==> config.mk <==
export PLATFORM = sky130hd
export DESIGN_NAME = seq_divider
export DESIGN_NICKNAME = d
export VERILOG_FILES = /design/src/rtl/seq_divider.sv
export SDC_FILE = /design/constraint.sdc
export NUM_CORES = 1
export LEC_CHECK = 0
export BUFFER_PORTS_ARGS = -buffer_cell sky130_fd_sc_hd__buf_2
export CAP_MARGIN = 20
export CORE_ASPECT_RATIO = 1.75
export CORE_MARGIN = 2
export CORE_UTILIZATION = 30
export CTS_BUF_LIST = sky130_fd_sc_hd__clkbuf_8
export DETAILED_ROUTE_END_ITERATION = 7
export HOLD_SLACK_MARGIN = 0.1
export PLACE_DENSITY_LB_ADDON = 0.05
export SYNTH_ARGS = -nofsm -noshare
export SYNTH_HDL_FRONTEND = slang
export SYNTH_SLANG_ARGS = --single-unit
==> constraint.sdc <==
create_clock -name clk -period 2.4 [get_ports clk]
set_input_delay 0.12 -clock clk [delete_from_list [all_inputs] [get_ports clk]]
set_output_delay 0.12 -clock clk [all_outputs]
set_load 0.02 [all_outputs]
==> src/rtl/seq_divider.sv <==
// -----------------------------------------------------------------------------
// seq_divider
//
// Sequential radix-2 restoring divider. Divides a 2*WIDTH-bit dividend by a
// WIDTH-bit divisor and produces one quotient bit per clock.
//
// Flow: IDLE/DONE -> LOAD -> ITER (WIDTH cycles) [-> FIX] -> DONE.
// LOAD handles the early exits (zero divisor, quotient overflow) in one cycle.
//
// Optional build macro: DIV_SIGNED_EN
//   Undefined : unsigned operands; FIX is never entered.
//   Defined   : two's-complement operands; LOAD divides magnitudes and FIX
//               applies the signs (truncation toward zero).
//
// Ports:
//   clk          in   system clock, rising edge
//   reset        in   asynchronous, active-high; clears all state
//   start        in   operation request, sampled only in IDLE or DONE
//   A            in   2*WIDTH-bit dividend, captured on the accept edge
//   B            in   WIDTH-bit divisor, captured on the accept edge
//   Q            out  quotient
//   R            out  remainder
//   Finish       out  result valid, held until the next accept
//   busy         out  high in LOAD, ITER and FIX
//   div_zero     out  divisor was zero
//   overflow     out  quotient does not fit in WIDTH bits
//   count        out  cycles of the current/last operation incl. load cycle
//   dbg_state_o  out  current FSM state (debug)
//
// Handshake: start is a level request. It is accepted on any rising edge where
// the FSM sits in IDLE or DONE; while busy it is ignored. Finish stays high
// in DONE and drops on the edge after a new accept.
// -----------------------------------------------------------------------------
module seq_divider #(
    parameter int WIDTH = 8
) (
    input  logic                 clk,
    input  logic                 reset,
    input  logic                 start,
    input  logic [2*WIDTH-1:0]   A,
    input  logic [WIDTH-1:0]     B,
    output logic [WIDTH-1:0]     Q,
    output logic [WIDTH-1:0]     R,
    output logic                 Finish,
    output logic                 busy,
    output logic                 div_zero,
    output logic                 overflow,
    output logic [2*WIDTH-1:0]   count,
    output logic [2:0]           dbg_state_o
);

    localparam int IW = $clog2(WIDTH + 1);

    typedef enum logic [2:0] {
        S_IDLE = 3'd0,
        S_LOAD = 3'd1,
        S_ITER = 3'd2,
        S_FIX  = 3'd3,
        S_DONE = 3'd4
    } state_t;

    state_t               state_q, state_d;
    logic [2*WIDTH-1:0]   a_q, a_d;
    logic [WIDTH-1:0]     b_q, b_d;
    logic [WIDTH:0]       p_q, p_d;      // partial remainder, one guard bit
    logic [WIDTH-1:0]     s_q, s_d;      // dividend low half / quotient bits
    logic [IW-1:0]        iter_q, iter_d;
    logic [WIDTH-1:0]     q_q, q_d;
    logic [WIDTH-1:0]     r_q, r_d;
    logic                 finish_q, finish_d;
    logic                 dz_q, dz_d;
    logic                 ovf_q, ovf_d;
    logic [2*WIDTH-1:0]   count_q, count_d;

    // One restoring step: shift {P,S} left, trial-subtract the divisor.
    logic [WIDTH:0]       p_sh;
    logic [WIDTH-1:0]     s_sh;
    logic [WIDTH+1:0]     trial;
    logic [WIDTH:0]       p_step;
    logic [WIDTH-1:0]     s_step;

`ifdef DIV_SIGNED_EN
    localparam logic [WIDTH-1:0] HALF = {1'b1, {(WIDTH-1){1'b0}}};
    logic                 sa_q, sa_d;
    logic                 sb_q, sb_d;
    logic [2*WIDTH-1:0]   a_mag;
    logic [WIDTH-1:0]     b_mag;
    logic                 q_neg;
`endif

    always_comb begin
        {p_sh, s_sh} = {p_q[WIDTH-1:0], s_q, 1'b0};
        trial        = {1'b0, p_sh} - {2'b00, b_q};
        if (!trial[WIDTH+1]) begin
            p_step = trial[WIDTH:0];
            s_step = {s_sh[WIDTH-1:1], 1'b1};
        end else begin
            p_step = p_sh;
            s_step = s_sh;
        end
    end

`ifdef DIV_SIGNED_EN
    always_comb begin
        a_mag = a_q[2*WIDTH-1] ? -a_q : a_q;
        b_mag = b_q[WIDTH-1]   ? -b_q : b_q;
        q_neg = sa_q ^ sb_q;
    end
`endif

    always_comb begin
        state_d  = state_q;
        a_d      = a_q;
        b_d      = b_q;
        p_d      = p_q;
        s_d      = s_q;
        iter_d   = iter_q;
        q_d      = q_q;
        r_d      = r_q;
        finish_d = finish_q;
        dz_d     = dz_q;
        ovf_d    = ovf_q;
        count_d  = count_q;
`ifdef DIV_SIGNED_EN
        sa_d     = sa_q;
        sb_d     = sb_q;
`endif

        case (state_q)
            S_IDLE, S_DONE: begin
                if (start) begin
                    state_d  = S_LOAD;
                    a_d      = A;
                    b_d      = B;
                    finish_d = 1'b0;
                    dz_d     = 1'b0;
                    ovf_d    = 1'b0;
                    count_d  = {{(2*WIDTH-1){1'b0}}, 1'b1};
                end
            end

            S_LOAD: begin
`ifdef DIV_SIGNED_EN
                sa_d = a_q[2*WIDTH-1];
                sb_d = b_q[WIDTH-1];
                if (b_mag == '0) begin
                    dz_d     = 1'b1;
                    q_d      = '1;
                    r_d      = a_q[WIDTH-1:0];
                    finish_d = 1'b1;
                    state_d  = S_DONE;
                end else if (a_mag[2*WIDTH-1:WIDTH] >= b_mag) begin
                    ovf_d    = 1'b1;
                    q_d      = '1;
                    r_d      = '0;
                    finish_d = 1'b1;
                    state_d  = S_DONE;
                end else begin
                    b_d     = b_mag;
                    p_d     = {1'b0, a_mag[2*WIDTH-1:WIDTH]};
                    s_d     = a_mag[WIDTH-1:0];
                    iter_d  = IW'(WIDTH);
                    state_d = S_ITER;
                end
`else
                if (b_q == '0) begin
                    dz_d     = 1'b1;
                    q_d      = '1;
                    r_d      = a_q[WIDTH-1:0];
                    finish_d = 1'b1;
                    state_d  = S_DONE;
                end else if (a_q[2*WIDTH-1:WIDTH] >= b_q) begin
                    ovf_d    = 1'b1;
                    q_d      = '1;
                    r_d      = '0;
                    finish_d = 1'b1;
                    state_d  = S_DONE;
                end else begin
                    p_d     = {1'b0, a_q[2*WIDTH-1:WIDTH]};
                    s_d     = a_q[WIDTH-1:0];
                    iter_d  = IW'(WIDTH);
                    state_d = S_ITER;
                end
`endif
            end

            S_ITER: begin
                p_d     = p_step;
                s_d     = s_step;
                iter_d  = iter_q - 1'b1;
                count_d = count_q + 1'b1;
                if (iter_q == IW'(1)) begin
`ifdef DIV_SIGNED_EN
                    state_d = S_FIX;
`else
                    q_d      = s_step;
                    r_d      = p_step[WIDTH-1:0];
                    finish_d = 1'b1;
                    state_d  = S_DONE;
`endif
                end
            end

`ifdef DIV_SIGNED_EN
            S_FIX: begin
                count_d  = count_q + 1'b1;
                finish_d = 1'b1;
                state_d  = S_DONE;
                // Negative quotients may reach -2^(WIDTH-1); positive ones stop one short.
                if ((q_neg && (s_q > HALF)) || (!q_neg && (s_q >= HALF))) begin
                    ovf_d = 1'b1;
                    q_d   = '1;
                    r_d   = '0;
                end else begin
                    q_d = q_neg ? -s_q : s_q;
                    r_d = sa_q ? -p_q[WIDTH-1:0] : p_q[WIDTH-1:0];
                end
            end
`endif

            default: state_d = S_IDLE;
        endcase
    end

    always_ff @(posedge clk or posedge reset) begin
        if (reset) begin
            state_q  <= S_IDLE;
            a_q      <= '0;
            b_q      <= '0;
            p_q      <= '0;
            s_q      <= '0;
            iter_q   <= '0;
            q_q      <= '0;
            r_q      <= '0;
            finish_q <= 1'b0;
            dz_q     <= 1'b0;
            ovf_q    <= 1'b0;
            count_q  <= '0;
`ifdef DIV_SIGNED_EN
            sa_q     <= 1'b0;
            sb_q     <= 1'b0;
`endif
        end else begin
            state_q  <= state_d;
            a_q      <= a_d;
            b_q      <= b_d;
            p_q      <= p_d;
            s_q      <= s_d;
            iter_q   <= iter_d;
            q_q      <= q_d;
            r_q      <= r_d;
            finish_q <= finish_d;
            dz_q     <= dz_d;
            ovf_q    <= ovf_d;
            count_q  <= count_d;
`ifdef DIV_SIGNED_EN
            sa_q     <= sa_d;
            sb_q     <= sb_d;
`endif
        end
    end

    assign Q           = q_q;
    assign R           = r_q;
    assign Finish      = finish_q;
    assign busy        = (state_q == S_LOAD) || (state_q == S_ITER) || (state_q == S_FIX);
    assign div_zero    = dz_q;
    assign overflow    = ovf_q;
    assign count       = count_q;
    assign dbg_state_o = state_q;

endmodule

==> flow_summary.yaml, run 1 <==
critical_path:
  crit_start: "s_q[7]"
  reg2regPathDepth: 10
  path_max_fanout: 3
  timing.rr.start: "s_q[7]"
  slowest_delay_ns: 0.40
  cp_cell_sequence: "inv_1, ha_1, inv_1, fa_1, a211oi_1, o21bai_1, a21oi_1, xnor2_1, a21oi_1, a31oi_1"
  crit_type: "reg -> reg"
  end_kind: "flip-flop"
  crit_arrival_ns: 2.53
  cp-start-kind: "flip-flop"
  r2r_slack_ns: 0.16
  r2r_end: "R[6]"
  cp_slowest_cell: "dfrtp_1"
  crit_required_ns: 2.69
die:
  die_y_um: 158.7
  initial_utilization: 0.3067
  die_w_um: 92.42
  die_area_mm2: 0.01467
  core_area_mm2: 0.01338
  pin_count: 66
  row_count: 56
pwr:
  p_seq_frac: 0.345
  power_density_mw_per_mm2: 1355
  p_int_mw: 3.848
  irDropWorstVdd_uv: 386.0
  clkPwrFrac: 0.139
  p_switching_mw: 3.186
  p_comb_frac: 0.515
  swShare: 0.4529
  p_leak_nw: 2.387
layout:
  diodes: 0
  nNetsFinal: 592
  synthToLayoutAreaGrowth_pct: 26.52
  final_cell_mix: "nand2_1, dfrtp_1, buf_2"
  final_common_cell: "nand2_1"
  drive_gt1_frac: 0.2091
  fin_util: 0.3880
detailed_routing:
  drcViolationCount: 0
  dr.pass1.iters: 4
  wire_per_inst_um: 16.15
  ant_nets: 0
  first_iter_violations: 149
  via_per_inst: 4.852
  drt_wl_total_um: 11700
  dr_total_vias: 3513
global_routing:
  grt_pass1_vias: 3686
  grt_pass1_wl_um: 19380
  grt_start_max_net_pins: 37
  grt_antenna_before_repair: 0
  grt_overflow_total: 0
  grt.total_usage: 0.1702
place:
  place.gp.congestion: 0.7935
  place_hpwl_um: 8777
  place_ws_ns: 0.01735
  port_buffers: 65
timing:
  setup_viol: 0
  rsz0062_at_grt: "yes"
  finalCritPeriodShare: 0.9323
  worstMarginPinSlew_ns: 0.6424
  hold_viol: 0
  fin_skew_ns: 0.01425
  fin_hold_ws_ns: 0.3520
  clock.fmax_mhz: 446.9
  setup_ws_ns: 0.1625
  finalCriticalPeriod_ns: 2.238
  slew_headroom: 0.5713
  slew_violations: 0
synthesis:
  ys_ff_latch: 82
  yosys.cell_types.count: 53
  synth_area_per_cell_um2: 9.306
  synth_area_mm2: 0.004104
  yosysSeqAreaShare: 0.5000
  yosysWarnings: 0
  syn_nets: 488
  synthCells: 441
outcome:
  status: "finished clean"
min_path:
  hp-class: "in -> async"
clock_tree:
  numCtsBuffers: 9
  htree_num_levels: 3
  clk_latency_ns: 0.38
  root_buffer: "clkbuf_8"
  cts.path.max_buffers: 2
  cts_tree: "built"
  path_clk_slew_ns: 0.10
  clkSinkCount: 82
run:
  timing.max_cap.violations: 0
-- power groups by stage --
stage	Clock, mW	Combinational, mW	Sequential (mW)
global placement	0	3.55	2.47
global route	1.07	4.11	2.53
detailed placement	0	3.57	2.47
CTS	1.02	3.64	2.45
floorplan	0	2.38	2.51
finish	0.980	3.63	2.43
-- cell families (layout without fill, tap and decap cells) --
| group | Yosys count | count (layout) | synth area share |
|---|---|---|---|
| compound gates | 107 | 107 | 0.1692 |
| simple gates | 183 | 183 | 0.1942 |
| buf+inv | 35 | 144 | 0.04055 |
| xor+xnor | 5 | 5 | 0.01067 |
| flops | 82 | 82 | 0.5000 |
| fa+ha+maj | 20 | 20 | 0.06281 |
| mux | 9 | 9 | 0.02256 |
-- flip-flops by register name, indices dropped and copies added (netlist names) --
| signal | cells |
|---|---|
| a_q | 16 |
| count | 16 |
| Q | 8 |
| R | 8 |
| b_q | 8 |
| p_q | 8 |
| s_q | 8 |
| iter_q | 4 |
| dbg_state_o | 3 |
| Finish | 1 |
| div_zero | 1 |
| overflow | 1 |
-- worst max-delay path: cells and delay by family, from the launching register on --
family,cells,cell delay (ns)
buffers and inverters,2,0.12
DFF,1,0.40
xor gates and xnor gates,1,0.14
AOI/OAI and AO/OA,5,0.97
adders and majority gates,2,0.54
-- metal layers --
metal,GRT usage,routed length [um]
met1,0.2021,4799
met5,0,0
met2,0.3026,6247
met3,0.02704,402
met4,0.06513,246
-- stage by stage --
step	cell area (um2)	total power [mW]	instances	TNS [ns]
after detailed placement	4721	6.043	680	0
after global routing	5192	7.709	724	-0.01221
after CTS	5172	7.116	722	0
after global placement	4721	6.017	680	0
after floorplan	4104	4.891	441	0
final	5192	7.034	724	0
-- Yosys cell counts, drive strengths merged --
master	count	area, um2
o21bai	4	30.03
fa	1	20.02
or3b	1	8.760
nand2	103	389.1
mux2i	7	70.07
inv	18	67.56
and3	3	18.77
buf	11	76.32
o21a	1	7.510
and4	1	8.760
a22o	2	17.52
o221ai	1	15.01
o21ai	33	165.2
nor3	6	30.03
a31o	1	8.760
a2111o	1	11.26
a21boi	1	7.510
a211oi	2	20.02
a31oi	16	112.6
o31ai	1	7.510
dfrtp	82	2052
o22a	9	78.83
or3	1	6.260
nand3b	1	7.510
clkbuf	6	22.52
nor2	40	152.6
o211ai	5	37.54
nand3	16	80.08
ha	19	237.7
xnor2	5	43.79
nor4	2	25.02
a21o	3	22.52
nor3b	3	32.53
o22ai	2	12.51
nor2b	1	6.260
and2	1	6.260
a21oi	22	110.1
nand4	3	18.77
mux2	2	22.52
nand2b	1	6.260
a211o	1	8.760
o221a	1	11.26
o211a	1	10.01
-- worst max-delay path by stage --
stage	end	slack, ns	depth (start not counted)
finish	R[6]	0.16	10
global route	R[6]	-0.01	10
CTS	R[5]	0.08	7
detailed placement	R[5]	0.02	7
global placement	R[5]	0.02	7
floorplan	Finish	0.17	1
-- repair_timing --
action	in CTS	in global routing
buffers inserted	0	2
gates resized for setup	1	1
endpoints found under the setup margin	1	7
endpoints found under the hold margin	57	0
hold buffers	26	0
pin swaps	0	1
-- layout make-up --
class / instances / area, um2
Fill cell: 1378 / 8190
Sequential cell: 82 / 2052
Multi-Input combinational cell: 324 / 1901
Timing Repair Buffer: 110 / 765.7
Tap cell: 174 / 217.7
Clock buffer: 10 / 137.6
Inverter: 18 / 68.82
Clock inverter: 6 / 50.05
(Power assumes the default switching activity.)
==> inputs of run 2 (changes only) <==
- REMOVE_ABC_BUFFERS: unset -> 1
==> run 2 against run 1 <==
Worst setup slack worse by 0.026 ns. Critical path depth is 2 lower. Total power is 1.6% higher. Design area hardly changed. Cell count is 0.55% lower. Sequential share of layout area hardly changed. Routed wire length is 0.52% higher. Flip-flop and latch count stayed put. Critical path type unchanged. Largest power group unchanged.
==> flow_summary.yaml, run 2 (synthesis results as in run 1) <==
detailed_routing:
  met1_length_um: 4806
  drt_wl_total_um: 11760
  routed.top_layer: "met4"
  first_iter_violations: 116
  ant_nets: 0
  wire_per_inst_um: 16.33
  via_per_inst: 4.824
  route.met3.wl_um: 335
  dr.pass1.iters: 4
  drcViolationCount: 0
  routed-wl-met2_um: 6374
  dr_total_vias: 3473
critical_path:
  r2r_slack_ns: 0.14
  reg2regPathDepth: 8
  r2r_end: "R[1]"
  crit_end: "R[1]"
  cp-start-kind: "flip-flop"
  path_max_fanout: 12
  end_kind: "flip-flop"
  crit_required_ns: 2.64
  timing.rr.start: "b_q[2]"
  crit_start: "b_q[2]"
  crit_arrival_ns: 2.50
  crit_type: "reg -> reg"
global_routing:
  grt.total_usage: 0.1686
  grt_overflow_total: 0
  grt_pass1_wl_um: 19160
  grt_antenna_before_repair: 0
  grt_pass1_vias: 3613
  grt_start_max_net_pins: 50
timing:
  setup_viol: 0
  worstMarginPinSlew_ns: 0.6351
  fin_hold_ws_ns: 0.3682
  rsz0062_at_grt: "no"
  setup_tns_ns: 0
  slew_violations: 0
  setup_ws_ns: 0.1369
  hold_viol: 0
  finalCritPeriodShare: 0.9429
  clock.fmax_mhz: 441.9
  fin_skew_ns: 0.01427
  finalCriticalPeriod_ns: 2.263
  slew_headroom: 0.5761
layout:
  drive_gt1_frac: 0.1996
  final_common_cell: "nand2_1"
  multi_input_area_mm2: 0.001906
  nNetsFinal: 589
  synthToLayoutAreaGrowth_pct: 26.40
  fillers: 1411
  seq_area_mm2: 0.002052
  final_cell_mix: "nand2_1, dfrtp_1, buf_2"
  diodes: 0
  fin_util: 0.3876
die:
  core_area_mm2: 0.01338
  die_y_um: 158.7
  pin_count: 66
  die_w_um: 92.42
  initial_utilization: 0.3067
  row_count: 56
  die_area_mm2: 0.01467
place:
  place_ws_ns: 0.01769
  port_buffers: 65
  place.gp.congestion: 0.7953
  place_hpwl_um: 8528
clock_tree:
  htree_num_levels: 3
  clkSinkCount: 82
  cts_tree: "built"
  path_clk_slew_ns: 0.08
  clk_latency_ns: 0.36
  cts.path.max_buffers: 2
  root_buffer: "clkbuf_8"
  numCtsBuffers: 9
pwr:
  power_density_mw_per_mm2: 1378
  irDropWorstVdd_uv: 391.3
  p_leak_nw: 2.400
run:
  timing.max_cap.violations: 0
outcome:
  status: "finished clean"
min_path:
  hp-class: "in -> async"
## run 2: what timing repair did
action	CTS	global route
resized for setup	0	3
endpoints found under the setup margin	0	6
hold buffers	26	0
buffers inserted	0	0
endpoints found under the hold margin	58	0
## run 2: worst min path at each step
stage                from       end  slack, ns  cells past startpoint
CTS                 reset  count[3]       0.38                      3
global route        reset  count[3]       0.41                      3
floorplan            A[0]    a_q[0]       0.23                      2
finish              reset  count[3]       0.37                      3
global placement    reset  count[3]       0.22                      2
detailed placement  reset  count[3]       0.23                      2
## run 2: critical path, stage by stage, from the launching register on
cell      delay (ns)
dfrtp_1         0.36
inv_1           0.09
ha_1            0.37
nand3b_1        0.17
a2111o_1        0.45
nand2_4         0.18
mux2_1          0.33
nand2_1         0.10
a31oi_1         0.09
## run 2: per-stage QoR
stage | total power [mW] | instances | area (um2)
finish | 7.149 | 720 | 5187
global route | 7.770 | 720 | 5187
CTS | 7.204 | 720 | 5174
detailed placement | 6.080 | 679 | 4713
global placement | 6.058 | 679 | 4713
floorplan | 4.767 | 424 | 4005
## run 2: layer usage
| metal | GRT usage | vias to the layer above |
|---|---|---|
| li1 | - | 1728 |
| met1 | 0.1899 | 1671 |
| met2 | 0.3109 | 61 |
| met3 | 0.02514 | 13 |
| met4 | 0.06649 | 0 |
| met5 | 0 | - |
## run 2: cell type report
cell class	count	share of cell area
clock buffers	9	0.02388
clock inverters	6	0.01471
inverters	18	0.01327
multi-input cells	324	0.3673
flip-flops and latches	82	0.3956
well taps	174	0.04197
repair buffers	107	0.1433
## run 2: report_power, final
group          internal, mW  switching (mW)
combinational          1.50            2.19
sequential             1.94           0.455
clock                 0.568           0.497
==> inputs of run 3 (changes only) <==
- CELL_PAD_IN_SITES_DETAIL_PLACEMENT: unset -> 0
- CELL_PAD_IN_SITES_GLOBAL_PLACEMENT: unset -> 2
==> run 3 against run 2 <==
Critical path depth did not move. Worst hold slack improved by 0.040 ns. Register-to-register slack improved by 0.02 ns. Total power rose by 1.1%. Global-route usage rose by 0.39 points. Clock power rose by 8%. Design area rose by 0.39%. Sequential power barely moved. Clock skew fell by 0.0045 ns. Critical path type unchanged.
==> flow_summary.yaml, run 3 (synthesis results as in run 1) <==
global_routing:
  grt_pass1_wl_um: 19290
  grt_pass1_vias: 3525
  grt_overflow_total: 0
  grt_antenna_before_repair: 0
  grt.total_usage: 0.1724
  grt_start_max_net_pins: 40
run:
  timing.max_cap.violations: 0
pwr:
  power_density_mw_per_mm2: 1388
  p_leak_nw: 2.395
  irDropWorstVdd_uv: 417.2
  total_power_mw: 7.226
timing:
  finalCritPeriodShare: 0.9365
  finalCriticalPeriod_ns: 2.248
  setup_viol: 0
  slew_headroom: 0.4792
  clock.fmax_mhz: 444.9
  hold_viol: 0
  worstMarginPinSlew_ns: 0.7803
  slew_violations: 0
  fin_skew_ns: 0.009770
critical_path:
  crit_type: "reg -> reg"
  cp_slowest_cell: "a2111o_1"
  path_max_fanout: 12
  crit_arrival_ns: 2.49
  cp-start-kind: "flip-flop"
  crit_required_ns: 2.64
  slowest_delay_ns: 0.48
  end_kind: "flip-flop"
  cp_cell_sequence: "inv_1, ha_1, a21oi_1, a2111o_1, nand2_4, mux2_1, nand2_1, a31oi_1"
min_path:
  hp-class: "in -> async"
layout:
  diodes: 0
  nNetsFinal: 588
  stdcell_area_mm2: 0.005207
  fillers: 1373
  final_cell_mix: "nand2_1, dfrtp_1, buf_2"
  drive_gt1_frac: 0.2051
  synthToLayoutAreaGrowth_pct: 26.89
  final_common_cell: "nand2_1"
detailed_routing:
  via_per_inst: 4.832
  ant_nets: 0
  dr_total_vias: 3479
  drcViolationCount: 0
  wire_per_inst_um: 16.83
  drt_wl_total_um: 12120
  dr.pass1.iters: 4
  first_iter_violations: 101
clock_tree:
  post-cts-setup-buffer-count: 0
  clkSinkCount: 82
  cts_tree: "built"
  path_clk_slew_ns: 0.09
  htree_num_levels: 3
  root_buffer: "clkbuf_8"
  numCtsBuffers: 9
  clk_latency_ns: 0.36
  cts.path.max_buffers: 2
die:
  die_w_um: 92.42
  pin_count: 66
  die_y_um: 158.7
  row_count: 56
  initial_utilization: 0.3067
  core_area_mm2: 0.01338
  die_area_mm2: 0.01467
place:
  place.gp.congestion: 0.7290
  place_hpwl_um: 8771
  dpl-instance-area_mm2: 0.004706
  port_buffers: 65
outcome:
  status: "finished clean"
-- run 3: layout make-up --
class / count / area, um2 / share of cell area
flip-flops and latches: 82 / 2052 / 0.3940
inverters: 18 / 68.82 / 0.01321
multi-input cells: 324 / 1906 / 0.3659
clock inverters: 6 / 90.09 / 0.01730
well taps: 174 / 217.7 / 0.04181
repair buffers: 106 / 735.7 / 0.1413
clock buffers: 10 / 137.6 / 0.02643
-- run 3: path summary, 6_finish.rpt --
kind                            startpoint         to  slack, ns  cells after the start
worst min-delay path                 reset     s_q[6]       0.41                      3
min in group clk                 count[15]  count[15]       0.47                      1
worst min register to register   count[15]  count[15]       0.47                      1
max in group asynchronous            reset  count[10]       1.33                      4
worst max register to register      b_q[2]       R[1]       0.15                      8
worst max-delay path                b_q[2]       R[1]       0.15                      8
-- run 3: critical path, delay by kind of cell, from the launching register on --
family / cells / cell delay (ns)
fa+ha+maj: 1 / 0.37
buf+inv: 1 / 0.08
flops: 1 / 0.37
mux: 1 / 0.34
simple gates: 2 / 0.28
compound gates: 3 / 0.69
-- run 3: metrics by stage --
step	hold WS [ns]	TNS (ns)	setup slack [ns]	util	cells
6_report	0.4080	0	0.1525	0.3891	720
4_1_cts	0.4324	0	0.04008	0.3881	720
3_5_place_dp	0.2910	0	0.06373	0.3516	678
3_3_place_gp	0.2979	0	0.07542	0.3516	678
2_1_floorplan	0.2254	-3.906	-0.3018	-	424
5_1_grt	0.4664	-0.0004634	-0.0004634	0.3891	720
-- run 3: layer usage --
metal | GRT usage | vias up | wire [um]
met4 | 0.06106 | 0 | 178
met5 | 0 | - | 0
met2 | 0.3152 | 58 | 6618
met1 | 0.2036 | 1672 | 5023
met3 | 0.01992 | 12 | 300
li1 | - | 1737 | -
-- run 3: what timing repair did --
item,4_1_cts,5_1_grt
gates resized for setup,0,3
hold buffers,26,0
endpoints found under the setup margin,0,7
hold endpoints to repair,62,0
-- run 3: report_power, final --
group          internal (mW)  total (mW)  switching (mW)
sequential              1.94        2.41           0.470
clock                  0.616        1.16           0.545
combinational           1.46        3.66            2.19
